===== config.mk =====
export PLATFORM = sky130hd
export DESIGN_NAME = jtag_master_flat
export DESIGN_NICKNAME = d
export VERILOG_FILES = /design/src/rtl/jtag_pkg.sv /design/src/rtl/jtag_if.sv /design/src/rtl/jtag_tick_gen.sv /design/src/rtl/jtag_master.sv /design/src/flat_wrapper.sv
export SDC_FILE = /design/constraint.sdc
export NUM_CORES = 1
export LEC_CHECK = 0
export CAP_MARGIN = 20
export CORE_UTILIZATION = 47
export DETAILED_ROUTE_END_ITERATION = 12
export GPL_ROUTABILITY_DRIVEN = 0
export PLACE_DENSITY = 0.73
export SYNTH_ARGS = -nofsm -noshare
export SYNTH_HDL_FRONTEND = slang
export SYNTH_SLANG_ARGS = --single-unit

===== constraint.sdc =====
create_clock -name tck_i -period 2.8 [get_ports tck_i]
set_clock_uncertainty 0.05 [all_clocks]
set_input_delay 0.42 -clock tck_i [delete_from_list [all_inputs] [get_ports tck_i]]
set_output_delay 0.42 -clock tck_i [all_outputs]
set_load 0.1 [all_outputs]

===== src/rtl/jtag_pkg.sv =====
// rtl/jtag_pkg.sv - shared types and constants for the JTAG master
package jtag_pkg;

    typedef enum logic [3:0] {
        ST_INIT,
        ST_IDLE,
        ST_TLR,
        ST_SEL_DR,
        ST_SEL_IR,
        ST_CAPTURE,
        ST_ENTER_SHIFT,
        ST_SHIFT,
        ST_UPDATE,
        ST_RTI
    } state_e;

    typedef enum logic [1:0] {
        OP_DR    = 2'd0,
        OP_IR    = 2'd1,
        OP_RESET = 2'd2,
        OP_RSVD  = 2'd3
    } cmd_op_e;

    localparam int INIT_TMS_ONES = 5;

endpackage


===== src/rtl/jtag_if.sv =====
// rtl/jtag_if.sv - command/response channel between a host and the JTAG master
interface jtag_if #(
    parameter int MAX_LEN = 32,
    parameter int LEN_W   = 6
);
    logic               cmd_valid;
    logic               cmd_ready;
    logic [1:0]         cmd_op;
    logic [LEN_W-1:0]   cmd_len;
    logic [MAX_LEN-1:0] cmd_data;
    logic               rsp_valid;
    logic [MAX_LEN-1:0] rsp_data;

    modport master (
        input  cmd_valid, cmd_op, cmd_len, cmd_data,
        output cmd_ready, rsp_valid, rsp_data
    );

    modport slave (
        output cmd_valid, cmd_op, cmd_len, cmd_data,
        input  cmd_ready, rsp_valid, rsp_data
    );
endinterface


===== src/rtl/jtag_tick_gen.sv =====
// rtl/jtag_tick_gen.sv - JTCK phase generator; strobes mark the cycle whose closing edge makes JTCK rise or fall
module jtag_tick_gen #(
    parameter int DIV = 2
) (
    input  logic tck_i,
    input  logic trst_ni,
    input  logic en_i,
    output logic jtck_o,
    output logic rise_stb_o,
    output logic fall_stb_o
);
    localparam int PH_W = (DIV > 1) ? $clog2(DIV) : 1;

    logic [PH_W-1:0] ph_q, ph_d;
    logic            high_q, high_d;
    logic            wrap;

    assign wrap = (ph_q == PH_W'(DIV - 1));

    always_comb begin
        ph_d   = ph_q;
        high_d = high_q;
        if (!en_i) begin
            ph_d   = '0;
            high_d = 1'b0;
        end else if (wrap) begin
            ph_d   = '0;
            high_d = ~high_q;
        end else begin
            ph_d = ph_q + 1'b1;
        end
    end

    always_ff @(posedge tck_i or negedge trst_ni) begin
        if (!trst_ni) begin
            ph_q   <= '0;
            high_q <= 1'b0;
        end else begin
            ph_q   <= ph_d;
            high_q <= high_d;
        end
    end

    assign jtck_o     = high_q;
    assign rise_stb_o = en_i && !high_q && wrap;
    assign fall_stb_o = en_i && high_q && wrap;
endmodule


===== src/rtl/jtag_master.sv =====
// rtl/jtag_master.sv - JTAG initiator: runs IR/DR scans and TAP resets, returns captured TDO bits
module jtag_master #(
    parameter int DIV     = 2,
    parameter int MAX_LEN = 32,
    parameter int LEN_W   = 6
) (
    input  logic tck_i,
    input  logic trst_ni,
    jtag_if.master bus,
    output logic jtck_o,
    output logic jtms_o,
    output logic jtdi_o,
    input  logic jtdo_i
);
    import jtag_pkg::*;

    localparam int IDX_W = (MAX_LEN > 1) ? $clog2(MAX_LEN) : 1;

    state_e             state_q, state_d;
    logic [LEN_W-1:0]   cnt_q, cnt_d, len_q, len_d;
    logic               is_ir_q, is_ir_d;
    logic [MAX_LEN-1:0] data_q, data_d, rx_q, rx_d, rsp_data_q, rsp_data_d;
    logic               jtms_q, jtms_d, jtdi_q, jtdi_d, rsp_valid_q, rsp_valid_d;
    logic               rise_stb, fall_stb, accept, new_bit;
    logic [LEN_W-1:0]   len_clamped;
    cmd_op_e            op;

    jtag_tick_gen #(.DIV(DIV)) u_tick (
        .tck_i     (tck_i),
        .trst_ni   (trst_ni),
        .en_i      (state_q != ST_IDLE),
        .jtck_o    (jtck_o),
        .rise_stb_o(rise_stb),
        .fall_stb_o(fall_stb)
    );

    assign op          = cmd_op_e'(bus.cmd_op);
    assign accept      = bus.cmd_valid && (state_q == ST_IDLE);
    assign len_clamped = (bus.cmd_len > LEN_W'(MAX_LEN)) ? LEN_W'(MAX_LEN) : bus.cmd_len;

    function automatic logic tms_for(state_e st, logic [LEN_W-1:0] cnt, logic [LEN_W-1:0] len);
        case (st)
            ST_INIT, ST_TLR:                 tms_for = (cnt < LEN_W'(INIT_TMS_ONES));
            ST_SEL_DR, ST_SEL_IR, ST_UPDATE: tms_for = 1'b1;
            ST_SHIFT:                        tms_for = (cnt == len - 1'b1);
            default:                         tms_for = 1'b0;
        endcase
    endfunction

    always_comb begin
        state_d     = state_q;
        cnt_d       = cnt_q;
        len_d       = len_q;
        is_ir_d     = is_ir_q;
        data_d      = data_q;
        rx_d        = rx_q;
        rsp_data_d  = rsp_data_q;
        rsp_valid_d = 1'b0;
        jtms_d      = jtms_q;
        jtdi_d      = jtdi_q;
        new_bit     = 1'b0;

        if (accept) begin
            data_d  = bus.cmd_data;
            len_d   = len_clamped;
            is_ir_d = (op == OP_IR);
            rx_d    = '0;
            cnt_d   = '0;
            if (op == OP_DR || op == OP_IR) begin
                if (len_clamped == '0) begin
                    rsp_valid_d = 1'b1;
                    rsp_data_d  = '0;
                end else begin
                    state_d = ST_SEL_DR;
                    new_bit = 1'b1;
                end
            end else begin
                state_d = ST_TLR;
                new_bit = 1'b1;
            end
        end

        if (rise_stb && state_q == ST_SHIFT) begin
            rx_d[IDX_W'(cnt_q)] = jtdo_i;
        end

        // State advances at the end of each bit so the next TMS/TDI lands on the first low cycle
        if (fall_stb) begin
            new_bit = 1'b1;
            case (state_q)
                ST_INIT, ST_TLR: begin
                    if (cnt_q == LEN_W'(INIT_TMS_ONES)) begin
                        state_d = ST_IDLE;
                        cnt_d   = '0;
                        if (state_q == ST_TLR) begin
                            rsp_valid_d = 1'b1;
                            rsp_data_d  = rx_q;
                        end
                    end else begin
                        cnt_d = cnt_q + 1'b1;
                    end
                end
                ST_SEL_DR:      state_d = is_ir_q ? ST_SEL_IR : ST_CAPTURE;
                ST_SEL_IR:      state_d = ST_CAPTURE;
                ST_CAPTURE:     state_d = ST_ENTER_SHIFT;
                ST_ENTER_SHIFT: begin
                    state_d = ST_SHIFT;
                    cnt_d   = '0;
                end
                ST_SHIFT: begin
                    if (cnt_q == len_q - 1'b1) state_d = ST_UPDATE;
                    else                       cnt_d   = cnt_q + 1'b1;
                end
                ST_UPDATE:      state_d = ST_RTI;
                ST_RTI: begin
                    state_d     = ST_IDLE;
                    rsp_valid_d = 1'b1;
                    rsp_data_d  = rx_q;
                end
                default:        state_d = ST_IDLE;
            endcase
        end

        if (new_bit) begin
            jtms_d = tms_for(state_d, cnt_d, len_d);
            jtdi_d = (state_d == ST_SHIFT) ? data_d[IDX_W'(cnt_d)] : 1'b0;
        end
    end

    always_ff @(posedge tck_i or negedge trst_ni) begin
        if (!trst_ni) begin
            state_q     <= ST_INIT;
            cnt_q       <= '0;
            len_q       <= '0;
            is_ir_q     <= 1'b0;
            data_q      <= '0;
            rx_q        <= '0;
            rsp_data_q  <= '0;
            rsp_valid_q <= 1'b0;
            jtms_q      <= 1'b1;
            jtdi_q      <= 1'b0;
        end else begin
            state_q     <= state_d;
            cnt_q       <= cnt_d;
            len_q       <= len_d;
            is_ir_q     <= is_ir_d;
            data_q      <= data_d;
            rx_q        <= rx_d;
            rsp_data_q  <= rsp_data_d;
            rsp_valid_q <= rsp_valid_d;
            jtms_q      <= jtms_d;
            jtdi_q      <= jtdi_d;
        end
    end

    assign jtms_o        = jtms_q;
    assign jtdi_o        = jtdi_q;
    assign bus.cmd_ready = (state_q == ST_IDLE);
    assign bus.rsp_valid = rsp_valid_q;
    assign bus.rsp_data  = rsp_data_q;
endmodule


===== src/flat_wrapper.sv =====
// flat-port wrapper written by rule: the top's interface ports become plain ports
module jtag_master_flat import jtag_pkg::*;
#(
    parameter int DIV     = 2,
    parameter int MAX_LEN = 32,
    parameter int LEN_W   = 6
)
  (tck_i, trst_ni, jtck_o, jtms_o, jtdi_o, jtdo_i, bus_cmd_valid, bus_cmd_op, bus_cmd_len, bus_cmd_data, bus_cmd_ready, bus_rsp_valid, bus_rsp_data);
  jtag_if #(.MAX_LEN(MAX_LEN), .LEN_W(LEN_W)) bus_i ();
  input  logic tck_i;
  input  logic trst_ni;
  output logic jtck_o;
  output logic jtms_o;
  output logic jtdi_o;
  input  logic jtdo_i;
  input wire logic [$bits(bus_i.cmd_valid)-1:0] bus_cmd_valid;
  input wire logic [$bits(bus_i.cmd_op)-1:0] bus_cmd_op;
  input wire logic [$bits(bus_i.cmd_len)-1:0] bus_cmd_len;
  input wire logic [$bits(bus_i.cmd_data)-1:0] bus_cmd_data;
  output wire logic [$bits(bus_i.cmd_ready)-1:0] bus_cmd_ready;
  output wire logic [$bits(bus_i.rsp_valid)-1:0] bus_rsp_valid;
  output wire logic [$bits(bus_i.rsp_data)-1:0] bus_rsp_data;
  assign bus_i.cmd_valid = bus_cmd_valid;
  assign bus_i.cmd_op = bus_cmd_op;
  assign bus_i.cmd_len = bus_cmd_len;
  assign bus_i.cmd_data = bus_cmd_data;
  assign bus_cmd_ready = bus_i.cmd_ready;
  assign bus_rsp_valid = bus_i.rsp_valid;
  assign bus_rsp_data = bus_i.rsp_data;
  jtag_master #(.DIV(DIV), .MAX_LEN(MAX_LEN), .LEN_W(LEN_W)) u_core (.tck_i(tck_i), .trst_ni(trst_ni), .bus(bus_i), .jtck_o(jtck_o), .jtms_o(jtms_o), .jtdi_o(jtdi_o), .jtdo_i(jtdo_i));
endmodule

==> results.ini <==
[drt]
via_per_inst = 5.443
antenna_left = 0
routed_wl_mm = 15.54
wire_per_inst_um = 15.34
drt_iter0_markers = 261
drc = 0
route.vias.total = 5514
drt-pass1-iter-count = 5

[global_routing]
antenna_found_initial = 0
grt_pass1_wl_mm = 25.92
grt_pass1_vias = 5496
gr-usage-all-layers_pct = 25.21
grt.overflow.total = 0
grt_max_degree = 58

[floorplanning]
ios = 81
rows = 41
start_util_pct = 48.02
fp.coreArea_um2 = 12570
die_x_um = 115.3
die_area_um2 = 13300
die_h_um = 115.3

[timing]
hold_viol = 0
tightest_slew_ns = 0.8894
hold_ws_ns = 0.4239
rsz0062_at_grt = true
fin_crit_ns = 3.178
drv_slew = 0
max_slew_margin_pct = 40.25
setup_violations = 2
fin_ws_ns = -0.3780
max_freq_mhz = 314.7
post-route-period-util_pct = 113.5
tns_ns = -0.7309

[logic_synthesis]
synth_cell_type_count = 73
synth_cells = 687
yosysWarnings = 0
syn_area_um2 = 6036
synth_seq_cells = 118
yosysTopAreaCell = dfrtp_1
ys_seq_area_share_pct = 48.94
synth_top_area_share_pct = 48.51
ys_async_sr_fraction_pct = 100.0
synth-main-ff-cell = dfrtp_1
avgSynthCellArea_um2 = 8.786
synth_area_leaders = dfrtp_1 49%, nand2_1 14%, nand3_1 4.5%
synth_edf_count = 0
syn_nets = 737

[finish]
area_growth_pct = 34.31
diodes = 0
final_nets = 879
drive_above_1_share_pct = 22.24
final_cells = 1013

[setup_path]
critPathSlowestCell = or4_1
cp.arrival_ns = 3.46
critPathMaxStageDelay_ns = 0.54
crit_required_ns = 3.09
path_delay_family = simple AND/OR/NAND/NOR gates
crit_fanout = 7
endpoint_kind = flip-flop
start_kind = flip-flop
worstPathCellList = buf_6 > or3_4 > o31a_1 > nor4_4 > buf_4 > a21oi_4 > a22oi_2 > inv_2 > or4_1 > nor4_2 > o32ai_2 > o31ai_2
crit_buf_inv = 3
path_class = flip-flop to flip-flop
r2r_slack_ns = -0.38

[placed_design]
dpl.cell_count = 972
portBuffers = 80
dp_hpwl_mm = 11.19

[clocking]
clk_latency_ns = 0.42
cts_buffers = 17
clk_path_buf_depth = 2
cts_tree = done
cts.sinks = 118
clk_pin_slew_worst_paths_ns = 0.05
h-tree-depth = 4
cts_root_buf = clkbuf_16

[outcome]
status = finished, violations left
violations = setup timing

[power]
leakage_nw = 4.012
pwr_density_cell_nw_per_um2 = 478.0
ir_drop_mv = 0.3280

[min_path]
min_path_type = flip-flop to flip-flop

[flow_run]
maxCapViolations = 0

==> worst paths after layout <==
check	cells past startpoint	endpoint	from
max	12	u_core.jtms_o	u_core.len_q[0]
min	2	u_core.data_q[28]	u_core.data_q[28]
max reg2reg	12	u_core.jtms_o	u_core.len_q[0]
min reg2reg	2	u_core.data_q[28]	u_core.data_q[28]
max in group asynchronous	3	u_core.data_q[1]	trst_ni
min in group asynchronous	2	u_core.bus.rsp_data[3]	trst_ni
==> synthesized netlist by cell type (all sizes together), types with 3 or more instances <==
cell and number:
a221oi 3, a211oi 4, inv 16, a31oi 5, xnor2 10, and2 10
o211ai 22, nor4 6, nand3b 3, mux2i 12, dfrtp 117, nand4 4
nor3 5, o21ai 43, mux2 3, nand2 225, and3b 4, xor2 4
o21bai 6, ha 6, clkbuf 27, nor3b 5, a21oi 13, buf 14
and3 3, nor2 16, nand2b 11, nand3 54
==> cell families after synthesis <==
logic type      count (synthesis)  share of synthesized area (%)
xor+xnor                       14                          2.031
fa+ha+maj                       6                          1.244
compound gates                119                          14.16
mux                            15                          2.612
buf+inv                        57                          3.752
flops                         118                          48.94
simple gates                  358                          27.26
==> power breakdown <==
group | switching, mW | leakage, nW | internal (mW)
logic | 0.0568 | 2.31 | 0.0670
registers | 0.00431 | 1.43 | 1.71
clock network | 0.754 | 0.273 | 1.28
total | 0.815 | 4.01 | 3.06
==> flip-flops by register name (all words and copies together) (netlist names) <==
| register | flops |
|---|---|
| u_core.bus.rsp_data | 32 |
| u_core.data_q | 32 |
| u_core.rx_q | 32 |
| u_core.cnt_q | 6 |
| u_core.len_q | 6 |
| u_core.state_q | 4 |
| u_core.bus.rsp_valid | 1 |
| u_core.is_ir_q | 1 |
| u_core.jtdi_o | 1 |
| u_core.jtms_o | 1 |
| u_core.u_tick.jtck_o | 1 |
| u_core.u_tick.ph_q | 1 |
==> per-layer routing <==
metal / track usage, % / up-vias / wire length, um
met4: 13.77 / 0 / 441
met1: 30.04 / 2661 / 6606
met5: 0 / - / 0
met2: 43.03 / 165 / 7911
met3: 4.744 / 39 / 579
li1: - / 2649 / -
==> worst reg2reg max path: cells and delay by family, from the launching register on <==
family	cells	cell delay (ns)
AND/OR/NAND/NOR	4	1.42
AO/OA/AOI/OAI	5	0.82
flip-flops	1	0.41
buffers and inverters	3	0.40
==> cell type report <==
cell class	instances	area, um^2
Fill cell	1060	4462
Sequential cell	118	2954
Multi-Input combinational cell	512	2932
Timing Repair Buffer	164	1388
Clock buffer	23	478.0
Tap cell	172	215.2
Clock inverter	8	75.07
Inverter	16	65.06
==> layout by cell type, fill, tap and decap left out, types with 9 or more instances in the layout <==
cell               n
nand2_1          223
o21ai_0           12
clkbuf_16         17
mux2i_1           12
buf_4            115
o21ai_1           31
inv_1             13
dfrtp_1          117
nand3_1           54
xnor2_1           10
nor2_1            15
clkdlybuf4s50_1   42
nand2b_1          11
a21oi_1           11
and2_1             9
o211ai_1          22
==> timing repair <==
action	in CTS	in global routing
setup endpoints to repair	2	4
hold buffers	1	0
pin swaps	6	10
endpoints found under the hold margin	29	0
cloned	0	0
buffers inserted	3	6
gates resized for setup	3	11
==> stage by stage <==
stage	power [mW]	worst slack, ns	utilization (%)	area [um^2]
after global routing	3.995	-0.5586	64.50	8107
after detailed placement	1.872	-0.3643	58.99	7415
after global placement	1.869	-0.2344	58.99	7415
after floorplan	1.762	-0.9008	-	6116
final	3.875	-0.3780	64.50	8107
after CTS	3.906	-0.3351	63.75	8013
Note: power is estimated with default switching activity, not from simulation.
